==> src/rtl/hazard_ctrl_pkg.sv <==
// Shared encodings for the pipeline hazard controller: forwarding selects,
// FSM states and the operand-forwarding priority function.
package hazard_ctrl_pkg;

    localparam logic [1:0] FWD_RF    = 2'd0;
    localparam logic [1:0] FWD_EXMEM = 2'd1;
    localparam logic [1:0] FWD_MEMWB = 2'd2;

    typedef enum logic {
        HZ_RUN      = 1'b0,
        HZ_MDU_WAIT = 1'b1
    } hz_state_t;

    // The youngest producer wins. A load in EX has no data yet, so it never forwards.
    function automatic logic [1:0] fwd_pick(
        input logic [4:0] rs,
        input logic [4:0] ex_rd,
        input logic       ex_we,
        input logic       ex_ld,
        input logic [4:0] mem_rd,
        input logic       mem_we
    );
        if (ex_we && !ex_ld && (ex_rd != 5'd0) && (rs == ex_rd))
            return FWD_EXMEM;
        else if (mem_we && (mem_rd != 5'd0) && (rs == mem_rd))
            return FWD_MEMWB;
        return FWD_RF;
    endfunction

endpackage

==> src/rtl/hazard_ctrl_fwd_unit.sv <==
// Combinational rd/rs comparison producing the next operand forwarding selects
// for the instruction currently in ID.
module hazard_ctrl_fwd_unit
    import hazard_ctrl_pkg::*;
(
    input  logic [4:0] rs1,
    input  logic [4:0] rs2,
    input  logic [4:0] ex_rd,
    input  logic       ex_we,
    input  logic       ex_is_load,
    input  logic [4:0] mem_rd,
    input  logic       mem_we,
    output logic [1:0] fwd_a,
    output logic [1:0] fwd_b
);

    assign fwd_a = fwd_pick(rs1, ex_rd, ex_we, ex_is_load, mem_rd, mem_we);
    assign fwd_b = fwd_pick(rs2, ex_rd, ex_we, ex_is_load, mem_rd, mem_we);

endmodule

==> src/rtl/hazard_ctrl.sv <==
// Pipeline sequencer for the 5-stage core: load-use stalls, EX redirects,
// multi-cycle MDU sequencing, registered forwarding selects and perf counters.
module hazard_ctrl
    import hazard_ctrl_pkg::*;
#(
    parameter int MDU_LAT = 32,
    parameter int CNT_W   = 32
) (
    input  logic             clk_i,
    input  logic             rst_n_i,
    input  logic [4:0]       id_rs1_i,
    input  logic [4:0]       id_rs2_i,
    input  logic             id_rs1_re_i,
    input  logic             id_rs2_re_i,
    input  logic [4:0]       ex_rd_i,
    input  logic             ex_we_i,
    input  logic             ex_is_load_i,
    input  logic             ex_mdu_i,
    input  logic             ex_back_i,
    input  logic [4:0]       mem_rd_i,
    input  logic             mem_we_i,
    output logic             pc_stall_o,
    output logic             ifid_stall_o,
    output logic             ifid_flush_o,
    output logic             idex_stall_o,
    output logic             idex_flush_o,
    output logic             exmem_bubble_o,
    output logic             mdu_last_o,
    output logic [1:0]       fwd_a_sel_o,
    output logic [1:0]       fwd_b_sel_o,
    output logic [CNT_W-1:0] stall_cnt_o,
    output logic [CNT_W-1:0] flush_cnt_o,
    output logic             dbg_state_o
);

    localparam int            CW       = (MDU_LAT > 2) ? $clog2(MDU_LAT) : 1;
    localparam logic [CW-1:0] CNT_LOAD = CW'((MDU_LAT > 1) ? (MDU_LAT - 2) : 0);

    hz_state_t     state, state_nxt;
    logic [CW-1:0] cnt, cnt_nxt;
    logic          pc_stall, ifid_stall, ifid_flush, idex_stall, idex_flush;
    logic          exmem_bubble, mdu_last, redirect, load_use;
    logic [1:0]    fwd_a_nxt, fwd_b_nxt;

    hazard_ctrl_fwd_unit u_fwd (
        .rs1        (id_rs1_i),
        .rs2        (id_rs2_i),
        .ex_rd      (ex_rd_i),
        .ex_we      (ex_we_i),
        .ex_is_load (ex_is_load_i),
        .mem_rd     (mem_rd_i),
        .mem_we     (mem_we_i),
        .fwd_a      (fwd_a_nxt),
        .fwd_b      (fwd_b_nxt)
    );

    assign load_use = ex_is_load_i && ex_we_i && (ex_rd_i != 5'd0) &&
                      ((id_rs1_re_i && (id_rs1_i == ex_rd_i)) ||
                       (id_rs2_re_i && (id_rs2_i == ex_rd_i)));

    always_ff @(posedge clk_i or negedge rst_n_i) begin
        if (!rst_n_i) begin
            state <= HZ_RUN;
            cnt   <= '0;
        end else begin
            state <= state_nxt;
            cnt   <= cnt_nxt;
        end
    end

    always_comb begin
        state_nxt    = state;
        cnt_nxt      = cnt;
        pc_stall     = 1'b0;
        ifid_stall   = 1'b0;
        ifid_flush   = 1'b0;
        idex_stall   = 1'b0;
        idex_flush   = 1'b0;
        exmem_bubble = 1'b0;
        mdu_last     = 1'b0;
        redirect     = 1'b0;
        case (state)
            HZ_RUN: begin
                if (ex_back_i) begin
                    ifid_flush = 1'b1;
                    idex_flush = 1'b1;
                    redirect   = 1'b1;
                end else if (ex_mdu_i) begin
                    if (MDU_LAT > 1) begin
                        pc_stall     = 1'b1;
                        ifid_stall   = 1'b1;
                        idex_stall   = 1'b1;
                        exmem_bubble = 1'b1;
                        cnt_nxt      = CNT_LOAD;
                        state_nxt    = HZ_MDU_WAIT;
                    end else begin
                        mdu_last = 1'b1;
                    end
                end else if (load_use) begin
                    pc_stall   = 1'b1;
                    ifid_stall = 1'b1;
                    idex_flush = 1'b1;
                end
            end
            HZ_MDU_WAIT: begin
                // Redirects cannot originate here: EX is occupied by the MDU op.
                if (cnt != '0) begin
                    pc_stall     = 1'b1;
                    ifid_stall   = 1'b1;
                    idex_stall   = 1'b1;
                    exmem_bubble = 1'b1;
                    cnt_nxt      = cnt - CW'(1);
                end else begin
                    mdu_last  = 1'b1;
                    state_nxt = HZ_RUN;
                end
            end
            default: state_nxt = HZ_RUN;
        endcase
    end

    // Reset must silence the pipeline controls even while EX inputs are live.
    assign pc_stall_o     = rst_n_i & pc_stall;
    assign ifid_stall_o   = rst_n_i & ifid_stall;
    assign ifid_flush_o   = rst_n_i & ifid_flush;
    assign idex_stall_o   = rst_n_i & idex_stall;
    assign idex_flush_o   = rst_n_i & idex_flush;
    assign exmem_bubble_o = rst_n_i & exmem_bubble;
    assign mdu_last_o     = rst_n_i & mdu_last;
    assign dbg_state_o    = state;

    always_ff @(posedge clk_i or negedge rst_n_i) begin
        if (!rst_n_i) begin
            fwd_a_sel_o <= FWD_RF;
            fwd_b_sel_o <= FWD_RF;
        end else if (idex_flush) begin
            fwd_a_sel_o <= FWD_RF;
            fwd_b_sel_o <= FWD_RF;
        end else if (!idex_stall) begin
            fwd_a_sel_o <= fwd_a_nxt;
            fwd_b_sel_o <= fwd_b_nxt;
        end
    end

    always_ff @(posedge clk_i or negedge rst_n_i) begin
        if (!rst_n_i) begin
            stall_cnt_o <= '0;
            flush_cnt_o <= '0;
        end else begin
            if (pc_stall && (stall_cnt_o != '1))
                stall_cnt_o <= stall_cnt_o + CNT_W'(1);
            if (redirect && (flush_cnt_o != '1))
                flush_cnt_o <= flush_cnt_o + CNT_W'(1);
        end
    end

endmodule

==> config.mk <==
export PLATFORM = sky130hd
export DESIGN_NAME = hazard_ctrl
export DESIGN_NICKNAME = d
export VERILOG_FILES = /design/src/rtl/hazard_ctrl_pkg.sv /design/src/rtl/hazard_ctrl_fwd_unit.sv /design/src/rtl/hazard_ctrl.sv
export SDC_FILE = /design/constraint.sdc
export NUM_CORES = 1
export LEC_CHECK = 0
export CAP_MARGIN = 20
export CORE_UTILIZATION = 30
export CTS_BUF_LIST = sky130_fd_sc_hd__clkbuf_8 sky130_fd_sc_hd__clkbuf_16
export CTS_CLUSTER_DIAMETER = 100
export DETAILED_ROUTE_END_ITERATION = 12
export PLACE_DENSITY = 0.56
export SYNTH_ARGS = -nofsm -noshare
export SYNTH_HDL_FRONTEND = slang
export SYNTH_HIERARCHICAL = 1
export SYNTH_SLANG_ARGS = --single-unit
==> constraint.sdc <==
create_clock -name clk_i -period 5 [get_ports clk_i]
set_input_delay 0.75 -clock clk_i [delete_from_list [all_inputs] [get_ports clk_i]]
set_output_delay 0.75 -clock clk_i [all_outputs]
set_load 0.01 [all_outputs]
### Yosys cells after proc, flatten, opt, wreduce, memory -nomap -nowiden

Index checks and enable logic that the tools add are counted.

* reduce and logical (&&, ||, !) cells: 20
* equal/unequal tests: 10
* add/subtract/negate cells: 3
* multiplexer cells: 33
* bitwise gates (word level): 6

Operator list (number)
* $add 32x1->32 const B: 2
* $ne 32x32->1 const B: 2
* $eq 5x5->1: 4
* $mux 2: 10
* $mux 1: 16
* $mux 5: 3
* $reduce_bool 5->1: 3
* $logic_and 1x1->1: 14
* $pmux 5 s2: 1
* $ne 2x2->1 const B: 3
* $pmux 1 s2: 3
* $and 1x1->1: 5
* $sub 5x1->5 const B: 1
* $reduce_and 3->1: 1
* $ne 2x1->1 const B: 1
* $logic_not 1->1: 1
* $logic_or 1x1->1: 1
* $not 1->1: 1

* word-level logic and storage cells: 78
* flip-flop bits (word level): 74
* input bits: 29
* output and inout port bits: 76

### Depth between registers and ports, before layout

Gate-level depths: netlist of the first run.

* word-level depth: 9
* depth in mapped cells: 10
* mapped depth without buffers: 8

### Modules after synthesis

Netlist of the first run, hierarchy kept.

By module, submodules not included
* hazard_ctrl: area an instance 3718.6 um^2, cells each 359, instances 1, seq. area each 1851.8 um^2
* hazard_ctrl_fwd_unit: area an instance 264.0 um^2, cells each 35, instances 1, seq. area each 0.0 um^2

### Least setup slack after synthesis of the first run

No wires, ideal clock.

* path type: input to output
* from: in ex_rd_i[1]
* to: out pc_stall_o
* data required time: 4.250 ns
* buffers on the path: 1
* arrival time: 1.974 ns
* path slack: 2.276 ns
* stages on the path: 5
* cells stage by stage: or4_1 -> nor2_1 -> o41ai_4 -> and3_2 -> buf_4

* cells in the longest elaborated chain, start to end: 9
* elaborated cells between the ends (all ways): 13
* classes of those cells: eq/ne: 2; mux: 4; bitwise: 1; reduce/logical: 6

Ends and longest elaborated chain
* start, declared: RTL line hazard_ctrl.sv:15 `input logic [4:0] ex_rd_i,`
* $eq 5x5->1, on equally long branches: RTL line hazard_ctrl.sv:58, hazard_ctrl.sv:59
* $logic_and 1x1->1, on equally long branches: RTL line hazard_ctrl.sv:58, hazard_ctrl.sv:59
* $logic_or 1x1->1: RTL line hazard_ctrl.sv:58 `((id_rs1_re_i && (id_rs1_i == ex_rd_i)) ||`
* $logic_and 1x1->1 *: RTL line hazard_ctrl.sv:57 `assign load_use = ex_is_load_i && ex_we_i && (ex_rd_i != 5'd0) &&`
* $mux 1 * (3 in a row)
* $pmux 1 s2 *
* $and 1x1->1 *
* end, declared: RTL line hazard_ctrl.sv:22 `output logic pc_stall_o,`

Every way passes the cells marked *; elsewhere a longest branch is shown, timed or not.

### Worst setup path in the final report of the first run

* from: in ex_rd_i[1]
* to: out idex_flush_o

* cells in the longest elaborated chain, start to end: 9
* elaborated cells between the ends (all ways): 13
* classes of those cells: eq/ne: 2; mux: 4; bitwise: 1; reduce/logical: 6

Ends and longest elaborated chain
* $eq 5x5->1, on equally long branches: RTL line hazard_ctrl.sv:58, hazard_ctrl.sv:59
* $logic_and 1x1->1, on equally long branches: RTL line hazard_ctrl.sv:58, hazard_ctrl.sv:59
* $logic_or 1x1->1: RTL line hazard_ctrl.sv:58
* $logic_and 1x1->1 *: RTL line hazard_ctrl.sv:57
* $mux 1 *: RTL line hazard_ctrl.sv:99 `end else if (load_use) begin`
* $mux 1 *: RTL line hazard_ctrl.sv:88 `end else if (ex_mdu_i) begin`
* $mux 1 *: RTL line hazard_ctrl.sv:84 `if (ex_back_i) begin`
* $mux 1 *: RTL line hazard_ctrl.sv:82 `case (state)`
* $and 1x1->1 *: RTL line hazard_ctrl.sv:127 `assign idex_flush_o = rst_n_i & idex_flush;`
* end, declared: RTL line hazard_ctrl.sv:26 `output logic idex_flush_o,`

Marks and branches as above.

==> impl_metrics.yaml, run 1 <==
setup_path:
  cp_max_fo: 6
  crit_path_max_incr_delay_ns: 0.59
  cp_common_cell: "nor2_1"
  worst_setup_path_end_kind: "primary output"
  critical_path_arrival_ns: 3.14
  critical-path-top-delay-family: "simple AND/OR/NAND/NOR gates"
  reg2reg_to: "stall_cnt_o[5]"
  r2r-start: "cnt[0]"
  worstPathRequired_ns: 4.25
  path_cells: "clkdlybuf4s50_1 -> or4_1 -> nor2_1 -> nor2_1 -> a31oi_1 -> nor2_1 -> and2_1 -> clkdlybuf4s50_1"
  worstSetupPathType: "in -> out"
  path_buf_inv: 2
  reg2reg_setup_slack_ns: 2.62
  cp-start-kind: "primary input"
  rr_worst_depth: 8
  cpMaxStageDelayCell: "or4_1"
detailed_routing:
  ant_nets: 0
  avgRoutedWirePerCell_um: 14.71
  dr.pass1.iters: 4
  first_iter_violations: 150
  route.detailed.drc: 0
  wirelength_mm: 10.01
  vias_per_cell: 4.747
  vias: 3228
pwr:
  power_density_nw_per_um2: 351.2
  leakagePower_uw: 0.002337
  worst_ir_drop_vdd_mv: 0.1682
  total_power_uw: 1938
logic_synthesis:
  syn_inst: 394
  synthSimpleGateAreaFrac_pct: 24.57
  synth_fa_ha_area_share_pct: 1.257
  synth_top_cell_by_area: "dfrtp_1"
  synth_cell_types: 43
  synth-main-ff-cell: "dfrtp_1"
  syn_nets: 427
  yosys-mux-area-fraction_pct: 0.2828
  ys_top_cells_by_count: "74 x dfrtp_1, 64 x xnor2_1, 41 x nand2_1, 31 x xor2_1, 29 x nand3_1"
  synth_xor_area_share_pct: 20.89
  synth_compound_area_share_pct: 3.864
  synth-edff-count: 0
  synth_area_per_cell_um2: 10.11
  yosysMostFrequentCell: "dfrtp_1"
  synth_top_area_share_pct: 46.50
  synth_area_um2: 3983
  synth_top_family_by_area: "simple AND/OR/NAND/NOR gates"
  yosysSeqAreaShare_pct: 46.50
  ys_ff_latch: 74
  synth.area.top_cells: "dfrtp_1 46%, xnor2_1 14%, xor2_1 6.8%"
  async_flop_share_pct: 100.0
  yosys_warnings: 6
die:
  die_w_um: 117.2
  coreArea_um2: 12770
  top_level_ports: 105
  rows: 41
  die_h_um: 117.2
  start_util_pct: 31.18
  die-area_um2: 13740
placed_design:
  dpl.hpwl_mm: 7.547
  gp_congestion: 0.8465
  dpl_cell_area_um2: 5199
  numPortBuffers: 104
cts:
  htree_levels: 3
  cts_hold_buf: 0
  numCtsBuffers: 9
  cts_resized: 0
  cts_tree: "done"
  path_clk_slew_ns: 0.06
  cts_setup_buffers: 0
  clk_path_buf_depth: 2
  cts-root-buf: "clkbuf_16"
  cts.sink_count: 74
  insertion_delay_ns: 0.33
global_route:
  grt_start_max_net_pins: 41
  grt_remaining_overflow: 0
  grt_usage_pct: 15.96
  grt_pass1_wl_mm: 16.58
  met3_usage_pct: 4.016
  top_usage_layer: "met2"
  use_met2_pct: 24.75
  grt_util_met1_pct: 21.10
  grt_pass1_vias: 3333
  antenna_found_initial: 0
sta:
  skew_ns: 0.005175
  tns_ns: 0
  slew-limit-headroom_pct: 60.42
  whs_ns: 0.3785
  final_hold_viol_count: 0
  slew_violations: 0
  rsz0062_at_grt: "no"
  period_minus_slack_ns: 3.888
  maxClockFrequency_mhz: 257.2
  period_share_pct: 77.76
  setup_viol_count_final: 0
  worst_pin_slew_ns: 0.5876
finish:
  syn2layout_area_growth_pct: 38.58
  finalNetCount: 536
  fin_area_um2: 5519
  diodes: 0
  drive_gt1_share_pct: 6.890
min_path:
  worstHoldPathType: "in -> async"
outcome:
  status: "complete, no violations"
job:
  maxCapViolCount: 0
[kinds of logic after synthesis]
| logic type | after synthesis |
|---|---|
| simple gates | 179 |
| fa+ha+maj | 4 |
| buf+inv | 23 |
| mux | 1 |
| xor+xnor | 95 |
| compound gates | 18 |
| flops | 74 |
[how the worst max path moves through the flow]
stage / endpoint / slack (ns) / cells after the start / from
after floorplan: pc_stall_o / 2.28 / 5 / ex_rd_i[1]
after global placement: idex_flush_o / 1.12 / 8 / ex_rd_i[2]
after detailed placement: idex_flush_o / 1.12 / 8 / ex_rd_i[1]
after CTS: idex_flush_o / 1.11 / 8 / ex_rd_i[1]
after global routing: idex_flush_o / 0.98 / 8 / ex_rd_i[1]
final: idex_flush_o / 1.11 / 8 / ex_rd_i[1]
[power breakdown]
group | internal (uW) | switching, uW | total [uW]
registers | 675 | 94.7 | 769
logic | 248 | 228 | 476
clock network | 447 | 246 | 693
total | 1370 | 569 | 1940
[flip-flops by register name, summed over array words and instances (netlist names)]
| register | count |
|---|---|
| flush_cnt_o | 32 |
| dbg_state_o | 1 |
| fwd_b_sel_o | 2 |
| cnt | 5 |
| stall_cnt_o | 32 |
| fwd_a_sel_o | 2 |
[layer usage]
metal  wire length [um]  up-vias
li1                   -     1576
met1               4729     1542
met2               4512       92
met3                512       18
met4                250        0
met5                  0        -
[final cells by class]
class | count | area (um2)
fill | 1211 | 7254
multi-input combinational | 297 | 2026
sequential | 74 | 1852
timing repair buffer | 105 | 1046
clock buffer | 10 | 239.0
tap | 172 | 215.2
clock inverter | 6 | 81.33
inverter | 16 | 60.06
[placed cells by master (no fill, tap or decap), types with 2 or more instances in the layout]
cell type,instances
clkdlybuf4s50_1,103
dfrtp_1,74
xnor2_1,64
nand2_1,41
xor2_1,31
nand3_1,29
nor2_1,28
nand4_1,20
inv_1,17
and3_1,13
nor3_1,9
clkbuf_16,9
and4_1,8
nor4_1,8
a21oi_1,5
and2_1,4
ha_1,4
or4_1,3
a31oi_1,3
o21ai_0,3
nor2b_1,2
and3_2,2
nand4_2,2
clkinv_2,2
bufinv_16,2
buf_4,2
[through the flow]
stage	setup slack, ns	utilization, %	std cells
floorplan	2.276	-	394
global placement	1.116	40.70	664
detailed placement	1.119	40.70	664
CTS	1.113	43.21	680
global route	0.9780	43.21	680
finish	1.112	43.21	680
[worst reg2reg max path, delay by kind of cell (launching register included)]
kind | cells | cell delay, ns
buf+inv | 1 | 0.10
flops | 1 | 0.40
fa+ha+maj | 1 | 0.14
compound gates | 2 | 0.50
simple gates | 3 | 1.01
xor+xnor | 1 | 0.13
No activity file was read; power rests on OpenSTA's default activity.
==> run 2: changes to the inputs <==
--- a/config.mk
+++ b/config.mk
@@ -10,7 +10,7 @@
 export CTS_BUF_LIST = sky130_fd_sc_hd__clkbuf_8 sky130_fd_sc_hd__clkbuf_16
 export CTS_CLUSTER_DIAMETER = 100
 export DETAILED_ROUTE_END_ITERATION = 12
-export PLACE_DENSITY = 0.56
+export PLACE_DENSITY = 0.58
 export SYNTH_ARGS = -nofsm -noshare
 export SYNTH_HDL_FRONTEND = slang
 export SYNTH_HIERARCHICAL = 1
==> constraint.sdc (replaced) <==
create_clock -name clk_i -period 3.5 [get_ports clk_i]
set_input_delay 0.525 -clock clk_i [delete_from_list [all_inputs] [get_ports clk_i]]
set_output_delay 0.525 -clock clk_i [all_outputs]
set_load 0.01 [all_outputs]
==> run 2 against run 1 <==
Net effect: register-to-register slack worse by 1.6 ns; non-clock buffer count is 6 higher; clock-buffer cell count stayed put; sequential cell count stayed put; die area stayed put; clock skew is 0.00098 ns lower; via count is 0.19% lower; sequential power is 43% higher; clock power is 19% higher; first-iteration DRC count is 6.0% higher; cell area is 0.18% lower; hold slack worse by 0.27 ns; highest routed layer unchanged.
==> impl_metrics.yaml, run 2 (same netlist as run 1, synthesis figures left out) <==
outcome:
  status: "complete, no violations"
die:
  coreArea_um2: 12770
  die_w_um: 117.2
  rows: 41
  start_util_pct: 31.18
  top_level_ports: 105
  die_h_um: 117.2
  die-area_um2: 13740
sta:
  slew_violations: 0
  maxClockFrequency_mhz: 301.4
  worst_pin_slew_ns: 0.6095
  skew_ns: 0.004195
  whs_ns: 0.1110
  rsz0062_at_grt: "no"
  tns_ns: 0
  setup_viol_count_final: 0
  period_share_pct: 94.81
  slew-limit-headroom_pct: 59.37
  period_minus_slack_ns: 3.318
  final_hold_viol_count: 0
finish:
  syn2layout_area_growth_pct: 38.33
  drive_gt1_share_pct: 7.588
  num-fill-cells: 1201
  diodes: 0
  final_common_cell: "clkdlybuf4s50_1"
  top_regs: "flush_cnt_o x32, stall_cnt_o x32, cnt x5"
  finalNetCount: 542
  mostFrequentLayoutCells: "103 x clkdlybuf4s50_1, 74 x dfrtp_1, 64 x xnor2_1, 41 x nand2_1, 31 x xor2_1"
detailed_routing:
  wl_met1_mm: 4.597
  avgRoutedWirePerCell_um: 14.23
  ant_nets: 0
  vias_per_cell: 4.697
  route.detailed.drc: 0
  first_iter_violations: 159
  wirelength_mm: 9.759
  top_layer: "met4"
  wl_met3_um: 485
  vias: 3222
  dr.pass1.iters: 4
  met2WireLength_mm: 4.584
job:
  maxCapViolCount: 0
global_route:
  grt_pass1_wl_mm: 16.30
  antenna_found_initial: 0
  grt_usage_pct: 15.51
  grt_remaining_overflow: 0
  grt_pass1_vias: 3254
  grt_start_max_net_pins: 49
setup_path:
  critical_path_arrival_ns: 2.79
  worstSetupPathType: "in -> out"
  worstPathRequired_ns: 2.97
  cp-start-kind: "primary input"
  worst_setup_path_end_kind: "primary output"
  cp_max_fo: 6
cts:
  clk_path_buf_depth: 2
  insertion_delay_ns: 0.33
  numCtsBuffers: 9
  cts_resized: 0
  htree_levels: 3
  cts_tree: "done"
  cts_setup_buffers: 0
  cts-root-buf: "clkbuf_16"
  cts_hold_buf: 0
  path_clk_slew_ns: 0.06
  cts.sink_count: 74
placed_design:
  numPortBuffers: 104
  gp_congestion: 0.7844
  dpl.hpwl_mm: 7.363
min_path:
  worstHoldPathType: "in -> async"
pwr:
  leakagePower_uw: 0.002353
  power_density_nw_per_um2: 474.8
  worst_ir_drop_vdd_mv: 0.2308
==> run 2: per-layer routing <==
metal | GRT usage [%] | up-vias
met5 | 0 | -
met4 | 4.051 | 0
met3 | 5.098 | 9
met2 | 24.86 | 67
met1 | 20.10 | 1554
li1 | - | 1592
==> run 2: worst paths after layout <==
check	start	slack, ns	cells after the start	endpoint
setup / recovery	ex_rd_i[1]	0.18	8	idex_flush_o
hold / removal	rst_n_i	0.11	1	dbg_state_o
setup reg to reg	cnt[0]	0.99	9	stall_cnt_o[5]
hold reg to reg	flush_cnt_o[28]	0.48	1	flush_cnt_o[28]
max in group asynchronous	rst_n_i	2.43	2	stall_cnt_o[5]
min in group clk_i	flush_cnt_o[28]	0.48	1	flush_cnt_o[28]
==> run 2: where the power goes <==
part | internal [uW] | switching (uW) | leakage, uW
sequential | 964 | 140 | 0.000966
combinational | 362 | 325 | 0.00124
clock | 487 | 338 | 0.000146
total | 1810 | 803 | 0.00235
==> run 2: layout make-up <==
type | instances | area [um2] | area share [%]
Sequential cell | 74 | 1852 | 33.61
Multi-Input combinational cell | 297 | 2026 | 36.77
Inverter | 16 | 60.06 | 1.090
Clock inverter | 6 | 26.28 | 0.4769
Clock buffer | 10 | 239.0 | 4.338
Tap cell | 172 | 215.2 | 3.906
Timing Repair Buffer | 111 | 1091 | 19.80
==> run 2: through the flow <==
stage | utilization (%) | worst slack, ns | instances | power, uW | area, um2
6_report | 43.13 | 0.1817 | 686 | 2616 | 5509
5_1_grt | 43.13 | 0.03659 | 686 | 2771 | 5509
4_1_cts | 43.13 | 0.1499 | 686 | 2658 | 5509
3_5_place_dp | 41.05 | 0.1505 | 670 | 1816 | 5244
3_3_place_gp | 41.05 | 0.1866 | 670 | 1798 | 5244
2_1_floorplan | - | 1.053 | 394 | 1469 | 3983
==> run 2: worst max-delay path, cell delays in order <==
cell	delay [ns]
clkdlybuf4s50_1	0.54
or4_1	0.57
nor2_1	0.15
nor2_1	0.06
a31oi_1	0.16
nor2_1	0.11
and2_1	0.21
clkdlybuf4s50_1	0.47
==> run 3: changes to the inputs <==
--- a/config.mk
+++ b/config.mk
@@ -6,11 +6,12 @@
 export NUM_CORES = 1
 export LEC_CHECK = 0
 export CAP_MARGIN = 20
-export CORE_UTILIZATION = 30
+export CORE_UTILIZATION = 43
 export CTS_BUF_LIST = sky130_fd_sc_hd__clkbuf_8 sky130_fd_sc_hd__clkbuf_16
 export CTS_CLUSTER_DIAMETER = 100
 export DETAILED_ROUTE_END_ITERATION = 12
-export PLACE_DENSITY = 0.58
+export DONT_BUFFER_PORTS = 1
+export PLACE_DENSITY = 0.62
 export SYNTH_ARGS = -nofsm -noshare
 export SYNTH_HDL_FRONTEND = slang
 export SYNTH_HIERARCHICAL = 1
==> run 3 against run 2 <==
Net effect: the flow now finishes with violations (design-rule violations); clock power decreased by 11%; cell count decreased by 25%; critical path depth decreased by 2; die area decreased by 30%; sequential power increased by 4%; register-to-register slack improved by 0.07 ns; hold slack got worse by 0.073 ns; sequential cell count unchanged; critical endpoint is now ifid_stall_o; highest routed layer unchanged.
==> impl_metrics.yaml, run 3 (same netlist as run 1, synthesis figures left out) <==
cts:
  cts.sink_count: 74
  cts-root-buf: "clkbuf_8"
  cts_setup_buffers: 0
  clk_path_buf_depth: 2
  insertion_delay_ns: 0.35
  htree_levels: 3
  cts_tree: "done"
  path_clk_slew_ns: 0.08
  numCtsBuffers: 9
setup_path:
  cpMaxStageDelayCell: "or4b_1"
  worstPathRequired_ns: 2.97
  reg2reg_setup_slack_ns: 1.06
  worst_setup_path_end_kind: "primary output"
  reg2reg_to: "stall_cnt_o[5]"
  worstSetupPathType: "reg -> out"
  crit_path_max_incr_delay_ns: 0.58
  r2r-start: "cnt[0]"
  critical_path_arrival_ns: 2.39
  cp_max_fo: 8
  path_cells: "inv_1 -> ha_1 -> or4b_1 -> a21boi_4 -> o41ai_4 -> and3_2"
  rr_worst_depth: 8
  cp-start-kind: "flip-flop"
sta:
  worst_pin_slew_ns: 0.5696
  setup_viol_count_final: 0
  maxClockFrequency_mhz: 342.9
  slew_violations: 0
  rsz0062_at_grt: "no"
  period_minus_slack_ns: 2.916
  whs_ns: 0.03796
  slew-limit-headroom_pct: 61.63
  period_share_pct: 83.31
  tns_ns: 0
  skew_ns: 0.01125
  final_hold_viol_count: 0
die:
  rows: 34
  start_util_pct: 45.01
  die_h_um: 98.24
  coreArea_um2: 8848
  die-area_um2: 9651
  top_level_ports: 105
  die_w_um: 98.24
detailed_routing:
  vias_per_cell: 5.488
  dr.pass1.iters: 11
  vias: 2810
  ant_nets: 0
  avgRoutedWirePerCell_um: 17.05
  route.detailed.drc: 7
  first_iter_violations: 154
  wirelength_mm: 8.731
placed_design:
  dpl.hpwl_mm: 6.230
  gp_congestion: 0.8866
  numPortBuffers: 0
pwr:
  power_density_nw_per_um2: 528.6
  total_power_uw: 2283
  leakagePower_uw: 0.001907
  worst_ir_drop_vdd_mv: 0.3967
global_route:
  grt_pass1_vias: 2885
  grt_usage_pct: 19.35
  grt_remaining_overflow: 0
  use_met2_pct: 30.01
  grt_pass1_wl_mm: 14.70
  top_usage_layer: "met2"
  met3_usage_pct: 7.659
  grt_util_met1_pct: 24.25
  grt_start_max_net_pins: 75
  antenna_found_initial: 0
job:
  maxCapViolCount: 0
finish:
  final_common_cell: "dfrtp_1"
  num-fill-cells: 801
  finalNetCount: 432
  drive_gt1_share_pct: 8.416
  mostFrequentLayoutCells: "74 x dfrtp_1, 64 x xnor2_1, 41 x nand2_1, 31 x xor2_1, 29 x nand3_1"
  syn2layout_area_growth_pct: 8.451
  diodes: 0
  top_regs: "flush_cnt_o x32, stall_cnt_o x32, cnt x5"
outcome:
  failed_checks: "design-rule violations"
  status: "complete, but fails checks"
min_path:
  worstHoldPathType: "in -> async"
==> run 3: cell count changes in the layout (fill, tap and decap cells not counted) <==
cell,delta
clkdlybuf4s50_1,-103
clkbuf_16,-9
buf_4,-8
clkbuf_8,+8
clkinv_2,-3
clkinvlp_4,+3
bufinv_16,+2
inv_1,-2
buf_16,+1
clkinv_4,+1
==> run 3: worst max-delay path by stage <==
| stage | from | endpoint | slack (ns) | depth (start not counted) |
|---|---|---|---|---|
| 5_1_grt | cnt[0] | pc_stall_o | 0.45 | 6 |
| 2_1_floorplan | cnt[0] | pc_stall_o | 1.05 | 8 |
| 4_1_cts | cnt[0] | pc_stall_o | 0.57 | 6 |
| 3_5_place_dp | cnt[0] | pc_stall_o | 0.99 | 6 |
| 3_3_place_gp | cnt[0] | pc_stall_o | 1.08 | 6 |
| 6_report | cnt[0] | ifid_stall_o | 0.58 | 6 |
==> run 3: worst max-delay path: cells and delay by family, from the launching register on <==
family          cells  cell delay, ns
flops               1            0.40
buf+inv             1            0.10
simple gates        2            0.87
compound gates      2            0.52
fa+ha+maj           1            0.15
==> run 3: metrics by stage <==
stage	worst slack [ns]	utilization, %	std cells	instance area, um2
finish	0.5840	48.81	512	4319
global route	0.4486	48.81	512	4319
CTS	0.5725	48.81	512	4319
detailed placement	0.9884	46.03	495	4073
global placement	1.076	46.03	495	4073
floorplan	1.053	-	394	3983
==> run 3: power by group <==
group | internal (uW) | switching, uW | leakage [uW]
registers | 961 | 179 | 0.000966
logic | 186 | 226 | 0.000838
clock network | 400 | 331 | 0.000103
==> run 3: cell type report <==
class / count / area (um2) / area share (%)
Clock buffer: 9 / 123.9 / 2.868
Clock inverter: 7 / 95.09 / 2.202
Inverter: 16 / 60.06 / 1.390
Multi-Input combinational cell: 297 / 2026 / 46.90
Sequential cell: 74 / 1852 / 42.87
Tap cell: 108 / 135.1 / 3.129
Timing Repair Buffer: 1 / 27.53 / 0.6373
==> run 3: repair_timing <==
| item | in CTS | in global routing |
|---|---|---|
| hold buffers | 1 | 0 |
| gates resized for setup | 0 | 0 |
| endpoints found under the hold margin | 74 | 0 |
==> run 3: routing by layer <==
metal	vias to the layer above	part of all wire [%]
li1	1362	-
met5	-	0
met3	14	8.4
met1	1341	44
met2	93	46
met4	0	2.0
